`src/rtl/sfilt_seq.sv`:
```
// FIR sequencer for the serial filter datapath: keeps the sample delay line and
// coefficient file, issues the per-sample sfilt command stream and forwards results.
module sfilt_seq #(
  parameter int NTAPS = 8,
  parameter int SHIFT = 15
) (
  input  logic        clk,
  input  logic        rst,
  input  logic        pushin,
  input  logic [31:0] din,
  output logic        rdy,
  input  logic        coef_we,
  input  logic [3:0]  coef_addr,
  input  logic [31:0] coef_data,
  output logic        coef_err,
  output logic        f_pushin,
  output logic [1:0]  f_cmd,
  output logic [31:0] f_q,
  output logic [31:0] f_h,
  input  logic        f_pushout,
  input  logic [31:0] f_z,
  output logic        pushout,
  output logic [31:0] z,
  output logic        busy
);

  typedef enum logic [1:0] {
    IDLE = 2'd0,
    MAC  = 2'd1,
    SHF  = 2'd2,
    OUT  = 2'd3
  } state_t;

  localparam logic [3:0] LAST = 4'(NTAPS - 1);

  state_t      state_r;
  logic [3:0]  wp_r;
  logic [3:0]  k_r;
  logic [3:0]  pend_r;
  logic [31:0] x_r    [16];
  logic [31:0] coef_r [16];

  logic        accept_s;
  logic        coef_ok_s;
  logic        pend_inc_s;
  logic        pend_dec_s;
  logic [3:0]  wp_next_s;
  logic [3:0]  k_next_s;
  logic [3:0]  rd_idx_s;
  logic [31:0] h0_s;

  // Next-command addressing; a coefficient written in the accept cycle is forwarded to tap 0.
  always_comb begin
    accept_s   = (state_r == IDLE) && pushin;
    coef_ok_s  = coef_we && (state_r == IDLE) && ({1'b0, coef_addr} < 5'(NTAPS));
    pend_inc_s = (state_r == OUT);
    pend_dec_s = f_pushout;
    k_next_s   = k_r + 4'd1;
    if (wp_r == LAST) begin
      wp_next_s = 4'd0;
    end else begin
      wp_next_s = wp_r + 4'd1;
    end
    if (wp_r >= k_next_s) begin
      rd_idx_s = wp_r - k_next_s;
    end else begin
      rd_idx_s = wp_r + 4'(NTAPS) - k_next_s;
    end
    if (coef_ok_s && (coef_addr == 4'd0)) begin
      h0_s = coef_data;
    end else begin
      h0_s = coef_r[0];
    end
  end

  assign rdy  = (state_r == IDLE);
  assign busy = (state_r != IDLE) || (pend_r != 4'd0);

  // Sequencer FSM with registered command outputs; each state's command is set on entry.
  always_ff @(posedge clk) begin
    if (rst) begin
      state_r  <= IDLE;
      wp_r     <= 4'd0;
      k_r      <= 4'd0;
      pend_r   <= 4'd0;
      coef_err <= 1'b0;
      f_pushin <= 1'b0;
      f_cmd    <= 2'd0;
      f_q      <= 32'd0;
      f_h      <= 32'd0;
      pushout  <= 1'b0;
      z        <= 32'd0;
      for (int i = 0; i < 16; i++) begin
        x_r[i]    <= 32'd0;
        coef_r[i] <= 32'd0;
      end
    end else begin
      coef_err <= coef_we && !coef_ok_s;
      if (coef_ok_s) begin
        coef_r[coef_addr] <= coef_data;
      end
      pushout <= f_pushout;
      if (f_pushout) begin
        z <= f_z;
      end
      // Saturating outstanding-result counter
      case ({pend_inc_s, pend_dec_s})
        2'b10:   if (pend_r != 4'hF) pend_r <= pend_r + 4'd1;
        2'b01:   if (pend_r != 4'h0) pend_r <= pend_r - 4'd1;
        default: pend_r <= pend_r;
      endcase
      case (state_r)
        IDLE: begin
          if (accept_s) begin
            x_r[wp_next_s] <= din;
            wp_r     <= wp_next_s;
            k_r      <= 4'd0;
            f_pushin <= 1'b1;
            f_cmd    <= 2'd0;
            f_q      <= din;
            f_h      <= h0_s;
            state_r  <= MAC;
          end else begin
            f_pushin <= 1'b0;
            f_cmd    <= 2'd0;
            f_q      <= 32'd0;
            f_h      <= 32'd0;
          end
        end
        MAC: begin
          if (k_r == LAST) begin
            f_cmd   <= 2'd2;
            f_q     <= 32'd0;
            f_h     <= 32'(SHIFT);
            state_r <= SHF;
          end else begin
            k_r   <= k_next_s;
            f_cmd <= 2'd1;
            f_q   <= x_r[rd_idx_s];
            f_h   <= coef_r[k_next_s];
          end
        end
        SHF: begin
          f_cmd   <= 2'd3;
          f_q     <= 32'd0;
          f_h     <= 32'd0;
          state_r <= OUT;
        end
        OUT: begin
          f_pushin <= 1'b0;
          f_cmd    <= 2'd0;
          state_r  <= IDLE;
        end
        default: begin
          f_pushin <= 1'b0;
          f_cmd    <= 2'd0;
          f_q      <= 32'd0;
          f_h      <= 32'd0;
          state_r  <= IDLE;
        end
      endcase
    end
  end

endmodule

```
`config.mk`:
```
export PLATFORM = sky130hd
export DESIGN_NAME = sfilt_seq
export DESIGN_NICKNAME = d
export VERILOG_FILES = /design/src/rtl/sfilt_seq.sv
export SDC_FILE = /design/constraint.sdc
export NUM_CORES = 2
export LEC_CHECK = 0
export ABC_AREA = 1
export CORE_UTILIZATION = 55
export DETAILED_ROUTE_END_ITERATION = 8
export HOLD_SLACK_MARGIN = 0.02
export PLACE_DENSITY_LB_ADDON = 0.12
export SLEW_MARGIN = 10
export SYNTH_ARGS = -nofsm -noshare
export SYNTH_HDL_FRONTEND = slang
export SYNTH_SLANG_ARGS = --single-unit
```
`constraint.sdc`:
```
create_clock -name clk -period 3.2 [get_ports clk]
set_input_delay 0.32 -clock clk [delete_from_list [all_inputs] [get_ports clk]]
set_output_delay 0.32 -clock clk [all_outputs]
set_load 0.01 [all_outputs]
```
== After elaboration in Yosys (flattened, before gate mapping) ==
Memory sizes are Yosys's and may differ from the RTL's.
Index checks and enable logic that the tools add are counted.

* $mul: 0
* Shift-type cells: 0
* Bitwise operators: 0
* Reductions and logical operators: 22
* Multiplexer cells: 36
* Add/subtract/negate cells: 7
* Equal/unequal tests: 13
* Divide/modulo/power cells: 0
* Order comparisons: 2

{| class="wikitable"
|+ Operator list
! kind !! count
|-
| $mux 32 || 7
|-
| $pmux 32 s3 || 2
|-
| $reduce_or 32->1 || 2
|-
| $mux 4 || 8
|-
| $pmux 4 s2 || 2
|-
| $add 4x1->4 const B || 3
|-
| $mux 1 || 11
|-
| $eq 4x3->1 const B || 2
|-
| $ne 2x2->1 const B || 4
|-
| $pmux 2 s4 || 1
|-
| $reduce_bool 2->1 || 4
|-
| $sub 4x4->4 || 2
|-
| $eq 2x2->1 const B || 3
|-
| $mux 2 || 3
|-
| $pmux 2 s3 || 1
|-
| $reduce_and 3->1 || 2
|-
| $logic_and 1x1->1 || 5
|-
| $add 4x4->4 const B || 1
|-
| $eq 2x1->1 const B || 2
|-
| $ge 4x4->1 || 1
|-
| $logic_not 4->1 || 1
|-
| $lt 4x4->1 const B || 1
|-
| $ne 4x4->1 const B || 1
|-
| $reduce_and 2->1 || 2
|-
| other kinds (9) || 9
|}

* Memories kept: 2
* Bits in latches: 0
* ROM bits: 0
* Word-level logic and storage cells: 93
* Register bits: 115
* Memory bits (writable): 1024

{| class="wikitable"
|+ Memory list
! name !! depth !! width !! read ports !! clocked after Yosys merged registers in !! wr ports !! line !! text
|-
| coef_r || 16 || 32 || 2 || 0 || 16 || 41 || <nowiki>logic [31:0] coef_r [16];</nowiki>
|-
| x_r || 16 || 32 || 1 || 0 || 16 || 40 || <nowiki>logic [31:0] x_r [16];</nowiki>
|}

== Depth between registers and ports, before layout ==
* Word-level depth: 8
* Depth in mapped cells: 19
* Gate-level depth less buffers: 15

== Worst setup path after synthesis ==
OpenSTA, ideal clock, no wires.

* Path type: register to register
* Start: register k_r[1]
* End: register f_q[12]
* Library setup time: 0.119 ns
* Arrival time: 2.952 ns
* Setup slack: 0.128 ns
* Data required time: 3.081 ns
* Cell stages (with the launch flop): 17
* Cell sequence: dfxtp_1 > ha_1 > inv_2 > buf_2 > clkbuf_1 > ha_1 > ha_1 > fa_1 > inv_1 > nand3_2 > buf_6 > buf_4 > nand3_1 > nand2_1 > nand2_1 > nand3_1 > a21oi_1

* Longest elaborated chain between the ends: 6
* Elaborated cells on any way between the ends: 9
* Those cells by class: 3 x add/sub; 1 x order compare; 1 x eq/ne; 3 x mux; 1 x memory

{| class="wikitable"
|+ Ends and longest elaborated chain
! element !! line !! text
|-
| from (decl) || 38 || <nowiki>logic [3:0] k_r;</nowiki>
|-
| from (signal assigned) || 137 || <nowiki>k_r <= k_next_s;</nowiki>
|-
| $add 4x1->4 || 58 || <nowiki>k_next_s = k_r + 4'd1;</nowiki>
|-
| $sub 4x4->4, or another cell as far along || 67 || <nowiki>rd_idx_s = wp_r + 4'(NTAPS) - k_next_s;</nowiki>
|-
| $mux 4 || 64 || <nowiki>if (wp_r >= k_next_s) begin</nowiki>
|-
| $mem_v2 16x32 || - ||
|-
| $mux 32 (*) || 131 || <nowiki>if (k_r == LAST) begin</nowiki>
|-
| $pmux 32 s3 (*) || 112 || <nowiki>case (state_r)</nowiki>
|-
| to (signal assigned) || 120 || <nowiki>f_q <= din;</nowiki>
|-
| to (signal assigned) || 139 || <nowiki>f_q <= x_r[rd_idx_s];</nowiki>
|-
| to (decl) || 18 || <nowiki>output logic [31:0] f_q,</nowiki>
|}

Every way passes the cells marked *; elsewhere a longest branch is shown, timed or not.
A chain may end at the register's enable or synchronous reset.

== Worst setup path in the final report ==
* Start: register k_r[0]
* End: register f_q[6]

The elaborated chain is that of the path after synthesis.

==> impl_summary.log <==
INFO  metric run_status = finished clean
INFO  metric syn_area_per_cell = 9.82 sq um
INFO  metric power_density = 889 nW/um^2
INFO  metric placement.setup.worst_slack = 0.181 ns
INFO  metric postSynthCellCount = 5150
INFO  metric highest_attainable_clock_frequency = roughly 340 MHz
INFO  metric setup.worst_path.class = reg -> reg
INFO  metric count_of_buffers_from_port_buffering = ~210
INFO  metric power.total = 52600 uW
INFO  metric reg2regPathDepth = 13
INFO  metric die-height = 305 um
INFO  metric whs_path_depth = 3
INFO  metric clock_sinks = around 1100
INFO  metric cp-end-kind = register
INFO  metric synth_compound_area_frac = 0.0738
INFO  metric tightestPinTransition = 1.13 ns
INFO  metric internal_power_contribution = 32500 uW
INFO  metric number_of_global_route_vias_before_repair = 36586
INFO  metric seq_area_frac_synth = 0.653
INFO  metric final.fill_count = 7189
INFO  metric setup_ws = 0.221 ns
INFO  metric depth_of_the_cts_h_tree = 3
INFO  metric final_net_count = 5629
INFO  metric fraction_of_synthesized_cell_area_in_xor_and_xnor_cells = 0.00136
INFO  metric layout_common_cells = 1423 x sky130_fd_sc_hd__nor2_1, 1024 x sky130_fd_sc_hd__edfxtp_1, 785 x sky130_fd_sc_hd__nand2_1
INFO  metric combPwrFrac = 0.390
INFO  metric ir_worst_vdd = 1.16 mV
INFO  metric timing.critical_path.from_type = register
INFO  metric synth_top_family_by_area = simple AND/OR/NAND/NOR gates
INFO  metric post-route-cell-area = 59100 sq um
INFO  metric r2r_slack = 0.22 ns
INFO  metric area.growth.synth_to_final = 16.9%
INFO  metric finalMaxSlewViolations = 0
INFO  metric wirelength_routed = around 140 mm
INFO  metric cp_data_required_time = 3.83 ns
INFO  metric post-route-min-period = 2.98 ns
INFO  metric antenna_found_initial = 7
INFO  metric relSlewSlack = 0.248
INFO  metric std_cell_rows = 110
INFO  metric num_vias = 38112
INFO  metric dpl_cell_area = 55100 sq um
INFO  metric total_leakage_power = 0.0236 uW
INFO  metric clk_transition_reported_paths = 0.06 ns
INFO  metric share_seq_of_total_power = 0.343
INFO  metric drt_pass1_iterations = 6
INFO  metric power_frac_clock = 0.268
INFO  metric setup-tns-final = 0 ns
INFO  metric drive_above_1_share = 0.0714
INFO  metric worst_hold_slack = 0.188 ns
INFO  metric layout.cells.most_common = sky130_fd_sc_hd__nor2_1
INFO  metric tritoncts = yes
INFO  metric multi_input_area = 16000 sq um
INFO  metric post_cts_setup_buffer_count = 0
INFO  metric cts-buffers-inserted = 117
INFO  metric die_w = 305 um
INFO  metric route.detailed.wl_per_inst = 21.3 um
INFO  metric timing.max_cap.violations = 0
INFO  metric first_pass_grt_wire_length = 218 mm
INFO  metric clock_latency = 0.71 ns
INFO  metric grt_start_max_net_pins = ~230
INFO  metric reg2reg_from = k_r[0]$_SDFFE_PP0P_
INFO  metric unrepaired_setup_endpoints_after_global_routing = false
INFO  metric detailed_place_hpwl = 79.9 mm
INFO  metric portion_of_the_clock_cycle_consumed_by_the_worst_path_in_the_final_layout = 0.931
INFO  metric net-switching-power = 20100 uW
INFO  metric grt_usage = 0.309
INFO  metric grt-ovfl-total = 0
INFO  metric timing.hold.worst.class = in -> reg
INFO  metric clock_tree.root_cell = sky130_fd_sc_hd__clkbuf_16
INFO  metric timing.critical_path.slowest_cell_delay = 0.48 ns
INFO  metric slowest_stage = sky130_fd_sc_hd__fa_1
INFO  metric hold_viol = 0
INFO  metric synth.cell_area = 50600 sq um
INFO  metric worst_r2r_endpoint = f_q[6]$_SDFFE_PP0P_
INFO  metric synth.distinct_cells = 33
INFO  metric timing.critical_path.arrival = between 3 and 4 ns
INFO  metric finalSetupViolations = 0
INFO  metric muxShareOfSynthArea = 0
INFO  metric initial_utilization = 0.559
INFO  metric synth_seq_cells = between 1000 and 1500
INFO  metric routed_via_density = around 5.6
INFO  metric floorplan.die_area = 93200 sq um
INFO  metric core_area = 90600 sq um
INFO  metric timing.clock.skew = between 0.02 and 0.03 ns
INFO  metric drt_first_iter_violations = 4402
INFO  metric synthAdderAreaFrac = 0.00717
INFO  metric sw_frac_of_total = 0.383
INFO  metric hold_path_startpoint = f_z[18]
INFO  metric ios = 208
INFO  metric critical_path_peak_fanout = 18
INFO  metric post_synth_and_or_nand_nor_area_fraction = 0.213
INFO  metric cts_buffer_depth = 3
INFO  metric routabilityCongestion = 0.851
INFO  metric ff_latch_area = 33100 sq um
INFO  metric min_to = z[18]$_SDFFE_PP0P_
INFO  metric route.detailed.drc = 0
INFO  metric antenna_violating_nets_post_route = 0
INFO  metric path_cells = ha_4, inv_2, ha_1, ha_1, fa_1, inv_1, nand3_4, nand2_4, buf_12, nand2_1, nand3_1, nand3_1, a21oi_1
INFO  metric ys.warnings.count = 0
-- power by group through the flow --
stage	Combinational (uW)	Sequential [uW]	Clock, uW
finish	20500	18000	14100
global route	22400	18100	14800
CTS	20300	18000	14200
detailed placement	20100	18300	0
global placement	19900	18300	0
floorplan	13300	18200	0
-- per-stage QoR --
stage           util  cells
2_1_floorplan      -   5405
3_3_place_gp   0.609   6554
3_5_place_dp   0.609   6554
4_1_cts        0.653   6778
5_1_grt        0.653   6784
6_report       0.653   6785
-- registers in the layout (all words and copies together), names as in the netlist --
| signal | flops |
|---|---|
| coef_err | 1 |
| coef_r | 512 |
| f_cmd | 2 |
| f_h | 32 |
| f_pushin | 1 |
| f_q | 32 |
| k_r | 4 |
| pend_r | 4 |
| pushout | 1 |
| state_r | 2 |
| wp_r | 4 |
| x_r | 512 |
| z | 32 |
-- worst max-delay path by stage --
stage / slack [ns] / end / cells past startpoint / start
global placement: 0.23 / f_q[29]$_SDFFE_PP0P_ / 12 / k_r[0]$_SDFFE_PP0P_
detailed placement: 0.18 / f_q[19]$_SDFFE_PP0P_ / 12 / k_r[0]$_SDFFE_PP0P_
finish: 0.22 / f_q[6]$_SDFFE_PP0P_ / 13 / k_r[0]$_SDFFE_PP0P_
floorplan: 0.13 / f_q[12]$_SDFFE_PP0P_ / 16 / k_r[1]$_SDFFE_PP0P_
CTS: 0.15 / f_q[7]$_SDFFE_PP0P_ / 12 / k_r[0]$_SDFFE_PP0P_
global route: 0.08 / f_q[24]$_SDFFE_PP0P_ / 13 / k_r[0]$_SDFFE_PP0P_
-- cell usage after synthesis --
cell | n | area share
sky130_fd_sc_hd__a211oi_1 | 3 | 0.00045
sky130_fd_sc_hd__a21boi_0 | 1 | 0.00015
sky130_fd_sc_hd__a21oi_1 | 141 | 0.014
sky130_fd_sc_hd__buf_1 | 14 | 0.0010
sky130_fd_sc_hd__buf_2 | 97 | 0.0096
sky130_fd_sc_hd__buf_4 | 21 | 0.0031
sky130_fd_sc_hd__buf_6 | 14 | 0.0031
sky130_fd_sc_hd__clkbuf_1 | 234 | 0.017
sky130_fd_sc_hd__clkinv_1 | 17 | 0.0013
sky130_fd_sc_hd__conb_1 | 1 | 0.000074
sky130_fd_sc_hd__dfxtp_1 | 115 | 0.046
sky130_fd_sc_hd__edfxtp_1 | 1024 | 0.61
sky130_fd_sc_hd__fa_1 | 5 | 0.0020
sky130_fd_sc_hd__ha_1 | 21 | 0.0052
sky130_fd_sc_hd__inv_1 | 204 | 0.015
sky130_fd_sc_hd__inv_2 | 6 | 0.00045
sky130_fd_sc_hd__nand2_1 | 795 | 0.059
sky130_fd_sc_hd__nand2_2 | 7 | 0.00087
sky130_fd_sc_hd__nand2_4 | 1 | 0.00022
sky130_fd_sc_hd__nand3_1 | 405 | 0.040
sky130_fd_sc_hd__nand3_2 | 11 | 0.0022
sky130_fd_sc_hd__nand3b_1 | 3 | 0.00045
sky130_fd_sc_hd__nor2_1 | 1424 | 0.11
sky130_fd_sc_hd__nor2_2 | 1 | 0.00012
sky130_fd_sc_hd__nor3_1 | 2 | 0.00020
sky130_fd_sc_hd__nor4_1 | 1 | 0.00012
sky130_fd_sc_hd__o211ai_1 | 115 | 0.017
sky130_fd_sc_hd__o21ai_0 | 416 | 0.041
sky130_fd_sc_hd__o21ai_1 | 10 | 0.00099
sky130_fd_sc_hd__or2_2 | 34 | 0.0042
sky130_fd_sc_hd__xnor2_1 | 1 | 0.00017
sky130_fd_sc_hd__xor2_1 | 5 | 0.00087
sky130_fd_sc_hd__xor2_2 | 1 | 0.00032
-- final cells by class --
| cell class | count | share of cell area |
|---|---|---|
| antenna | 7 | 0.000296 |
| clock inverter | 68 | 0.0135 |
| sequential | 1139 | 0.559 |
| multi-input combinational | 3659 | 0.271 |
| clock buffer | 155 | 0.0538 |
| tap | 1176 | 0.0249 |
| inverter | 227 | 0.0147 |
| timing repair buffer | 354 | 0.0632 |
-- logic make-up (layout without fill, tap and decap cells) --
family                     after synthesis  after routing
other                                    1            263
and+or+nand+nor                       2684           2684
AOI/OAI and AO/OA                      686            686
buffers and inverters                  607            804
adders and majority gates               26             26
DFF                                   1139           1139
xor gates and xnor gates                 7              7
-- layer usage --
layer,part of all wire,vias up,global-route usage
met5,0,-,0
met4,0.040,0,0.135
met3,0.095,322,0.0548
met2,0.48,1859,0.515
met1,0.38,18205,0.396
li1,-,17726,-
-- worst max-delay path: cells and delay by family (launching register included) --
kind | cells | cell delay [ns]
fa+ha+maj | 4 | 1.32
simple gates | 5 | 0.67
flops | 1 | 0.38
buf+inv | 3 | 0.35
compound gates | 1 | 0.17
-- repair_timing --
| item | in CTS | in global routing |
|---|---|---|
| endpoints found under the hold margin | 6 | 0 |
| setup endpoints to repair | 0 | 13 |
| resized for setup | 0 | 3 |
| hold buffers | 1 | 0 |
Power figures use the tool's default switching activity.
